==> config.mk <==
export PLATFORM = sky130hd
export DESIGN_NAME = fetch_unit
export DESIGN_NICKNAME = d
export VERILOG_FILES = /design/src/rtl/fetch_pkg.sv /design/src/rtl/fetch_buffer.sv /design/src/rtl/fetch_unit.sv
export SDC_FILE = /design/constraint.sdc
export NUM_CORES = 1
export LEC_CHECK = 0
export ABC_CLOCK_PERIOD_IN_PS = 3100
export CORE_MARGIN = 1.5
export CORE_UTILIZATION = 53
export CTS_CLUSTER_DIAMETER = 100
export DETAILED_ROUTE_END_ITERATION = 16
export GPL_ROUTABILITY_DRIVEN = 0
export PLACE_DENSITY = 0.85
export REMOVE_ABC_BUFFERS = 1
export SETUP_SLACK_MARGIN = 0.05
export SLEW_MARGIN = 10
export SYNTH_ARGS = -nofsm -noshare
export SYNTH_HDL_FRONTEND = slang
export SYNTH_SLANG_ARGS = --single-unit
==> constraint.sdc <==
create_clock -name clk -period 3.1 [get_ports clk]
set_input_delay 0.31 -clock clk [delete_from_list [all_inputs] [get_ports clk]]
set_output_delay 0.31 -clock clk [all_outputs]
set_load 0.01 [all_outputs]
==> src/rtl/fetch_pkg.sv <==
// Shared constants and the fetch buffer entry type for the instruction fetch stage.
package fetch_pkg;

  localparam int              PC_W      = 9;
  localparam logic [PC_W-1:0] RESET_PC  = 9'h000;
  localparam logic [31:0]     NOP_INSTR = 32'h00000013;
  localparam int              PC_STEP   = 4;

  typedef struct packed {
    logic [PC_W-1:0] pc;
    logic [31:0]     instr;
  } fetch_entry_t;

endpackage

==> src/rtl/fetch_buffer.sv <==
// Two-entry in-order FIFO holding fetched instruction/PC pairs ahead of the decoder.
module fetch_buffer
  import fetch_pkg::*;
#(
  parameter type entry_t = fetch_entry_t
) (
  input  logic       clk,
  input  logic       rst_n,
  input  logic       flush_i,
  input  logic       push_i,
  input  entry_t     push_data_i,
  input  logic       pop_i,
  output logic [1:0] count_o,
  output logic       head_valid_o,
  output entry_t     head_o
);

  entry_t     head_q, head_d;
  entry_t     tail_q, tail_d;
  logic [1:0] count_q, count_d;

  // Entry 0 is always the head, so outputs come straight from a register.
  always_comb begin
    head_d  = head_q;
    tail_d  = tail_q;
    count_d = count_q;
    if (flush_i) begin
      count_d = 2'd0;
    end else begin
      case ({push_i, pop_i})
        2'b10: begin
          if (count_q == 2'd0) head_d = push_data_i;
          else                 tail_d = push_data_i;
          count_d = count_q + 2'd1;
        end
        2'b01: begin
          head_d  = tail_q;
          count_d = count_q - 2'd1;
        end
        2'b11: begin
          if (count_q == 2'd2) begin
            head_d = tail_q;
            tail_d = push_data_i;
          end else begin
            head_d = push_data_i;
          end
        end
        default: ;
      endcase
    end
  end

  always_ff @(posedge clk or negedge rst_n) begin
    if (!rst_n) begin
      head_q  <= '0;
      tail_q  <= '0;
      count_q <= 2'd0;
    end else begin
      head_q  <= head_d;
      tail_q  <= tail_d;
      count_q <= count_d;
    end
  end

  assign count_o      = count_q;
  assign head_valid_o = (count_q != 2'd0);
  assign head_o       = head_q;

  // Upstream credit accounting must never let a return land in a full buffer.
  push_into_full: assert property (@(posedge clk) disable iff (!rst_n)
    !(push_i && !flush_i && count_q == 2'd2));

endmodule

==> src/rtl/fetch_unit.sv <==
// Fetch stage: PC, credit-based read issue to a synchronous imem, and the fetch buffer
// feeding the decoder over a valid/ready handshake.
module fetch_unit
  import fetch_pkg::*;
#(
  parameter type             T        = logic [31:0],
  parameter int              PC_W     = fetch_pkg::PC_W,
  parameter logic [PC_W-1:0] RESET_PC = fetch_pkg::RESET_PC
) (
  input  logic            clk,
  input  logic            rst_n,
  output logic            imem_en,
  output logic [PC_W-1:0] imem_addr,
  input  T                imem_rdata,
  input  logic            i_redirect,
  input  logic [PC_W-1:0] i_redirect_pc,
  output logic            o_valid,
  output T                o_instruction,
  output logic [PC_W-1:0] o_pc,
  input  logic            i_ready
);

  typedef struct packed {
    logic [PC_W-1:0] pc;
    T                instr;
  } entry_t;

  logic [PC_W-1:0] pc_q, pc_d;
  logic [PC_W-1:0] inflight_pc_q, inflight_pc_d;
  logic            inflight_q, inflight_d;
  logic [PC_W-1:0] redirect_target;
  logic [1:0]      count;
  logic [2:0]      used;
  logic            head_valid;
  logic            pop, push, issue;
  entry_t          head, push_data;

  assign pop  = head_valid & i_ready & ~i_redirect;
  assign push = inflight_q & ~i_redirect;

  // Buffered plus in-flight words after this cycle's pop must leave a free slot.
  assign used  = {1'b0, count} + {2'b00, inflight_q} - {2'b00, pop};
  assign issue = rst_n & ~i_redirect & (used < 3'd2);

  assign redirect_target = i_redirect_pc & ~PC_W'(3);

  always_comb begin
    push_data.pc    = inflight_pc_q;
    push_data.instr = imem_rdata;
  end

  always_comb begin
    pc_d          = pc_q;
    inflight_d    = inflight_q;
    inflight_pc_d = inflight_pc_q;
    if (i_redirect) begin
      pc_d       = redirect_target;
      inflight_d = 1'b0;
    end else begin
      inflight_d = issue;
      if (issue) begin
        inflight_pc_d = pc_q;
        pc_d          = pc_q + PC_W'(PC_STEP);
      end
    end
  end

  always_ff @(posedge clk or negedge rst_n) begin
    if (!rst_n) begin
      pc_q          <= RESET_PC;
      inflight_q    <= 1'b0;
      inflight_pc_q <= '0;
    end else begin
      pc_q          <= pc_d;
      inflight_q    <= inflight_d;
      inflight_pc_q <= inflight_pc_d;
    end
  end

  fetch_buffer #(
    .entry_t(entry_t)
  ) u_buffer (
    .clk         (clk),
    .rst_n       (rst_n),
    .flush_i     (i_redirect),
    .push_i      (push),
    .push_data_i (push_data),
    .pop_i       (pop),
    .count_o     (count),
    .head_valid_o(head_valid),
    .head_o      (head)
  );

  assign imem_en       = issue;
  assign imem_addr     = pc_q;
  assign o_valid       = head_valid;
  assign o_instruction = head_valid ? head.instr : T'(NOP_INSTR);
  assign o_pc          = head_valid ? head.pc : '0;

endmodule

**Word-level counts from Yosys, hierarchy flattened**

Cells that the tools add are included.

- Bits in registers: 103

- $lt $le $gt $ge: 1
- Reductions and logical operators: 9
- Add/subtract/negate cells: 5
- Muxes and demuxes: 13
- Bitwise logic cells: 6
- Equality and inequality tests: 7

Operators with widths:

| cell | count |
|---|---|
| 41-bit 2-to-1 mux | 4 |
| 41-bit one-hot mux with 3 select lines | 1 |
| 41-bit one-hot mux with 2 select lines | 1 |
| 32-bit 2-to-1 mux | 1 |
| 9-bit 2-to-1 mux | 3 |
| 9-bit by 3-bit adder with 9-bit output, second input constant | 1 |
| 2-bit == test, second input constant | 3 |
| 2-bit nonzero test | 3 |
| 3-bit nonzero test | 2 |
| 1-bit AND | 5 |
| 2-bit by 1-bit inequality test with 1-bit output, second input constant | 2 |
| 2-bit one-hot mux with 2 select lines | 1 |
| 4-bit AND reduction | 1 |
| 2-bit by 1-bit adder with 3-bit output | 1 |
| 3-bit by 2-bit < comparator with 1-bit output, second input constant | 1 |
| 3-bit AND reduction | 1 |
| 3-bit by 1-bit subtractor with 3-bit output | 1 |
| 2-bit by 1-bit adder with 2-bit output, second input constant | 1 |
| 2-bit by 1-bit == test with 1-bit output, second input constant | 1 |
| 2-bit logical NOT | 1 |
| 2-bit 2-to-1 mux | 1 |
| 2-bit inequality test, second input constant | 1 |
| 2-bit AND reduction | 1 |
| 2-bit by 1-bit subtractor with 2-bit output, second input constant | 1 |
| 2 further kinds | 2 |

**Longest topological paths before layout**

- Word-level depth: 8
- Gate-level depth with buffers: 12

**By module**

From an unflattened synthesis, not the netlist that was laid out.

- Cell total of the unflattened synthesis: 411
- Area, all modules: 4928.5 µm²

Modules (own cells, without submodules):

| module | times used | cells an instance | area each (µm²) |
|---|---|---|---|
| fetch_buffer | 1 | 282 | 3872.5 |
| fetch_unit | 1 | 129 | 1056.0 |

**Least setup slack after synthesis**

Ideal clock, no wire load.

- Kind: input port to flip-flop
- Start: input i_redirect
- End: register pc_q[2] (netlist: imem_addr[2])
- Slack: 0.268 ns
- Buffers on the path: 3
- Arrival time: 2.700 ns
- Cell stages on the path: 12
- Cell sequence: clkbuf_1 clkbuf_1 nor2_1 ha_1 nand2b_1 fa_1 xor2_1 or3_1 buf_2 inv_2 xnor2_1 o21ai_1

- Word-level cells in the longest chain between the ends: 6
- Elaborated cells between the ends (all ways): 8
- Classes of those cells: add/sub (1); order compare (1); mux (1); bitwise (4); reduce/logical (1)

RTL lines:

| item | RTL line | source |
|---|---|---|
| start: declaration | fetch_unit.sv:15 | `input logic i_redirect,` |
| 1-bit inverter (no line) (*) | n/a |  |
| 1-bit AND | fetch_unit.sv:38 | `assign pop = head_valid & i_ready & ~i_redirect;` |
| 3-bit by 1-bit subtractor with 3-bit output | fetch_unit.sv:42 | `assign used = {1'b0, count} + {2'b00, inflight_q} - {2'b00, pop};` |
| 3-bit by 2-bit < comparator with 1-bit output | fetch_unit.sv:43 | `assign issue = rst_n & ~i_redirect & (used < 3'd2);` |
| 1-bit AND (*) | fetch_unit.sv:43 |  |
| net imem_en | fetch_unit.sv:12 | `output logic imem_en,` |
| 2-bit nonzero test (no line) (*) | n/a |  |
| end signal: assignment | fetch_unit.sv:74 | `pc_q <= pc_d;` |
| end: declaration | fetch_unit.sv:28 | `logic [PC_W-1:0] pc_q, pc_d;` |

The timed path passes the listed nets; every way through them passes the cells marked *.
A chain may end at the register's enable or synchronous reset.

**Worst setup path in the final report**

- Start: register u_buffer.count_q[0] (netlist: u_buffer.count_o[0])
- End: output imem_en

- Word-level cells in the longest chain between the ends: 6
- Elaborated cells between the ends (all ways): 7
- Classes of those cells: add/sub (2); order compare (1); bitwise (3); reduce/logical (1)

RTL lines:

| item | RTL line | source |
|---|---|---|
| start: declaration | fetch_buffer.sv:20 | `logic [1:0] count_q, count_d;` |
| start signal: assignment | fetch_buffer.sv:61 | `count_q <= count_d;` |
| 2-bit nonzero test | fetch_buffer.sv:66 | `assign head_valid_o = (count_q != 2'd0);` |
| 1-bit AND (2 in series) | fetch_unit.sv:38 |  |
| 3-bit by 1-bit subtractor with 3-bit output (*) | fetch_unit.sv:42 |  |
| 3-bit by 2-bit < comparator with 1-bit output (*) | fetch_unit.sv:43 |  |
| 1-bit AND (*) | fetch_unit.sv:43 |  |
| end: declaration | fetch_unit.sv:12 |  |

Mark *: on every way between the ends. The rest lies on a longest branch, timed or not.

==> metrics.md <==
| Metric | Value |
|---|---|
| Max Freq | between 0.3 and 0.4 GHz |
| CP bufs+invs | 2 |
| First-pass iteration count of the detailed router | 5 |
| Design area | 6380 sq um |
| Ranking of synthesized cells by area | dfrtp_1, mux2_2, nand2_1, o32a_1, o2bb2ai_1 |
| Sw Ratio | 29.4% |
| Worst Tran Pin Value | 929 ps |
| Die width | 102 microns |
| Worst Setup End Kind | output pin |
| Residual DRC count | 0 |
| PortBufs | 90 |
| Cells after DPL | 730 |
| Hold crit path type | in2async |
| Share of the synthesized area in the top cell type | 46.0% |
| Hold WS | 39.1 ps |
| First-pass GRT wire length | 22800 microns |
| Synth cell types | 38 |
| CP Cell Sequence | o21ai_2 > nor2_1 > ha_1 > nand2b_1 > fa_1 > xor2_1 > or3_4 > inv_2 > clkbuf_2 |
| Setup CP Type | reg2out |
| Crit path DAT | 2520 ps |
| WL/cell | 18.5 microns |
| # H-tree levels | 3 |
| Initial antenna violation count | 0 |
| Total of max-cap violations | 0 |
| Setup TNS Final | 0 ps |
| Unrepaired setup endpoints after global routing | false |
| Via count | roughly 4.5k |
| DIE HEIGHT | 102 microns |
| IO Pins | 97 |
| Most used DFF post-synth | dfrtp_1 |
| Leak Pwr | 2.64 nW |
| Worst-path fanout max | 2 |
| Period utilisation layout | 91.4% |
| Max-Slew Margin vs Limit | 37.8% |
| Fin util | between 60% and 70% |
| Number of diodes | 0 |
| Status | complete, no violations |
| Vias in the first global route | 4847 |
| Total wire length | 13800 microns |
| Yosys top cell by area | dfrtp_1 |
| Area occupied by multi-input gates | ~2600 sq um |
| Net Sw Power | 1.06 mW |
| Site row count | 35 |
| Clk network pwr share | a little over a quarter |
| Worst stage delay on the critical path | 410 ps |
| Logic gate share of total power | approximately a quarter |
| Worst-path cell with the longest stage delay | dfrtp_1 |
| Initial core utilization | 55.4% |
| ANT nets after route | 0 |
| Dpl hpwl | 8390 microns |
| Post-CTS setup buffers | 0 |
| Most frequent cell after synthesis | nand2_1 |
| Fill count | roughly 730 |
| Synth async-reset ratio | 100% |
| Delay-heaviest family, CP | adder cells |
| Core Area | 9330 sq um |
| Setup slack at placement | -112 ps |
| Peak VDD IR | 0.000259 V |
| Hold Violations, Final | 0 |
| Clk_lat worst skew | 370 ps |
| Area growth from synthesis to layout | 23.6% |
| Yosys Warn Count | 0 |
| CTS clk-pin slew, worst paths | around 100 ps |
| Root Driver | clkbuf_8 |
| Final Total Pwr | ~3.6 mW |
| Iter 0 DRT Violations | 337 |
| Total Routing Usage GR | between 20% and 30% |
| Total congestion overflow | 0 |
| Num CTS Buffers | 9 |
| Flop2flop setup slack | around 500 ps |
| Tmin final | 2830 ps |
| P per Cell Area | 565 nW/um^2 |
| Die ar. | 10300 sq um |
| # clock sinks | 95 |
| Sequential fraction of the synthesis area | 46.0% |
| EDFF count, synth | 0 |
| Syn avg cell area | 9.56 sq um |
| Fin nets | 660 |
| Share of power burned in registers | 50.6% |
| Clk_skew | 9.18 ps |
| Max Buffers Root-to-Sink | 2 |
| Synth Cell Area | 5160 sq um |
| Finish-stage setup viols | 0 |
| Post-route setup slack | 267 ps |
| Register area | 2380 sq um |
| Vias per inst | 6.08 |
| Worst path required time | between 2000 and 3000 ps |
| Synth Register Bits | 95 |
| Layout Cells excl Fill | about 750 |
| Cells after synthesis | between 500 and 600 |
| Layout cells sized above 1 | 14.1% |
| Largest net degree at the start of global routing | 60 |
| Critical Path Start Type | flip-flop |
| CTS tree | built |
| Max Slew Vio Count | 0 |
| Cell internal pwr | 2.55 mW |
| Commonest cells in the netlist | nand2_1, dfrtp_1, nor2_1, a21oi_1, mux2_2 |
| Placed inst area | 6140 sq um |
## flip-flops by register name, indices dropped and copies added (netlist names)
register / flops
imem_addr: 7
inflight_pc_q: 7
inflight_q: 1
u_buffer.count_o: 2
u_buffer.head_o: 39
u_buffer.tail_q: 39
## path summary, 6_finish.rpt
check	cells past startpoint	to	from
worst max-delay path	9	imem_en	u_buffer.count_o[0]
worst min-delay path	2	u_buffer.head_o[24]	rst_n
worst max register to register	9	imem_addr[8]	u_buffer.count_o[0]
worst min register to register	1	u_buffer.head_o[31]	u_buffer.head_o[31]
max in group asynchronous	3	inflight_pc_q[5]	rst_n
min in group clk	3	imem_addr[2]	i_redirect_pc[2]
## cells in the final DEF, fill, tap and decap left out, types with 4 or more instances in the layout
cell / count
inv_1: 6
and2_1: 36
conb_1: 4
buf_4: 18
dfrtp_1: 95
nor2_1: 42
clkbuf_8: 10
o32a_1: 38
clkdlybuf4s50_1: 87
nand3_1: 4
a21oi_1: 42
o2bb2ai_1: 38
nand2b_1: 5
mux2_2: 39
o311ai_0: 9
nand2_1: 105
## kinds of logic (layout without fill, tap and decap cells)
kind of cell,count (synthesis),count (layout),share of synthesized area (%)
and+or+nand+nor,203,203,17.5
AOI/OAI and AO/OA,138,138,21.0
DFF,95,95,46.0
buffers and inverters,58,132,5.50
muxes,39,39,8.50
adders and majority gates,3,3,0.872
xor gates and xnor gates,3,3,0.509
other,1,4,0.0726
## layout make-up
cell class / instances / share of cell area, %
clock buffer: 10 / 2.16
clock inverter: 6 / 1.45
inverter: 8 / 0.470
multi-input combinational: 390 / 40.1
sequential: 95 / 37.2
tap: 129 / 2.53
timing repair buffer: 108 / 16.1
## routing by layer
metal  global-route usage [%]  vias up  routed length, microns
met2                     48.3      164                    6890
met1                     36.6     2303                    5910
met4                     11.0        0                     159
li1                         -     2056                       -
met5                        0        -                       0
met3                     3.93       13                     833
## power by group through the flow
| stage | Clock (mW) | Sequential [mW] | Combinational, mW |
|---|---|---|---|
| 2_1_floorplan | 0 | 1.77 | 0.501 |
| 3_3_place_gp | 0 | 1.81 | 0.802 |
| 3_5_place_dp | 0 | 1.84 | 0.842 |
| 4_1_cts | 0.944 | 1.81 | 0.845 |
| 5_1_grt | 1.00 | 1.87 | 0.914 |
| 6_report | 0.939 | 1.83 | 0.843 |
## repair_timing
item                       CTS  global route
resized for setup            1             6
cloned                       0             0
hold buffers                 0             0
setup endpoints to repair    1             1
No activity file was read; power rests on OpenSTA's default activity.
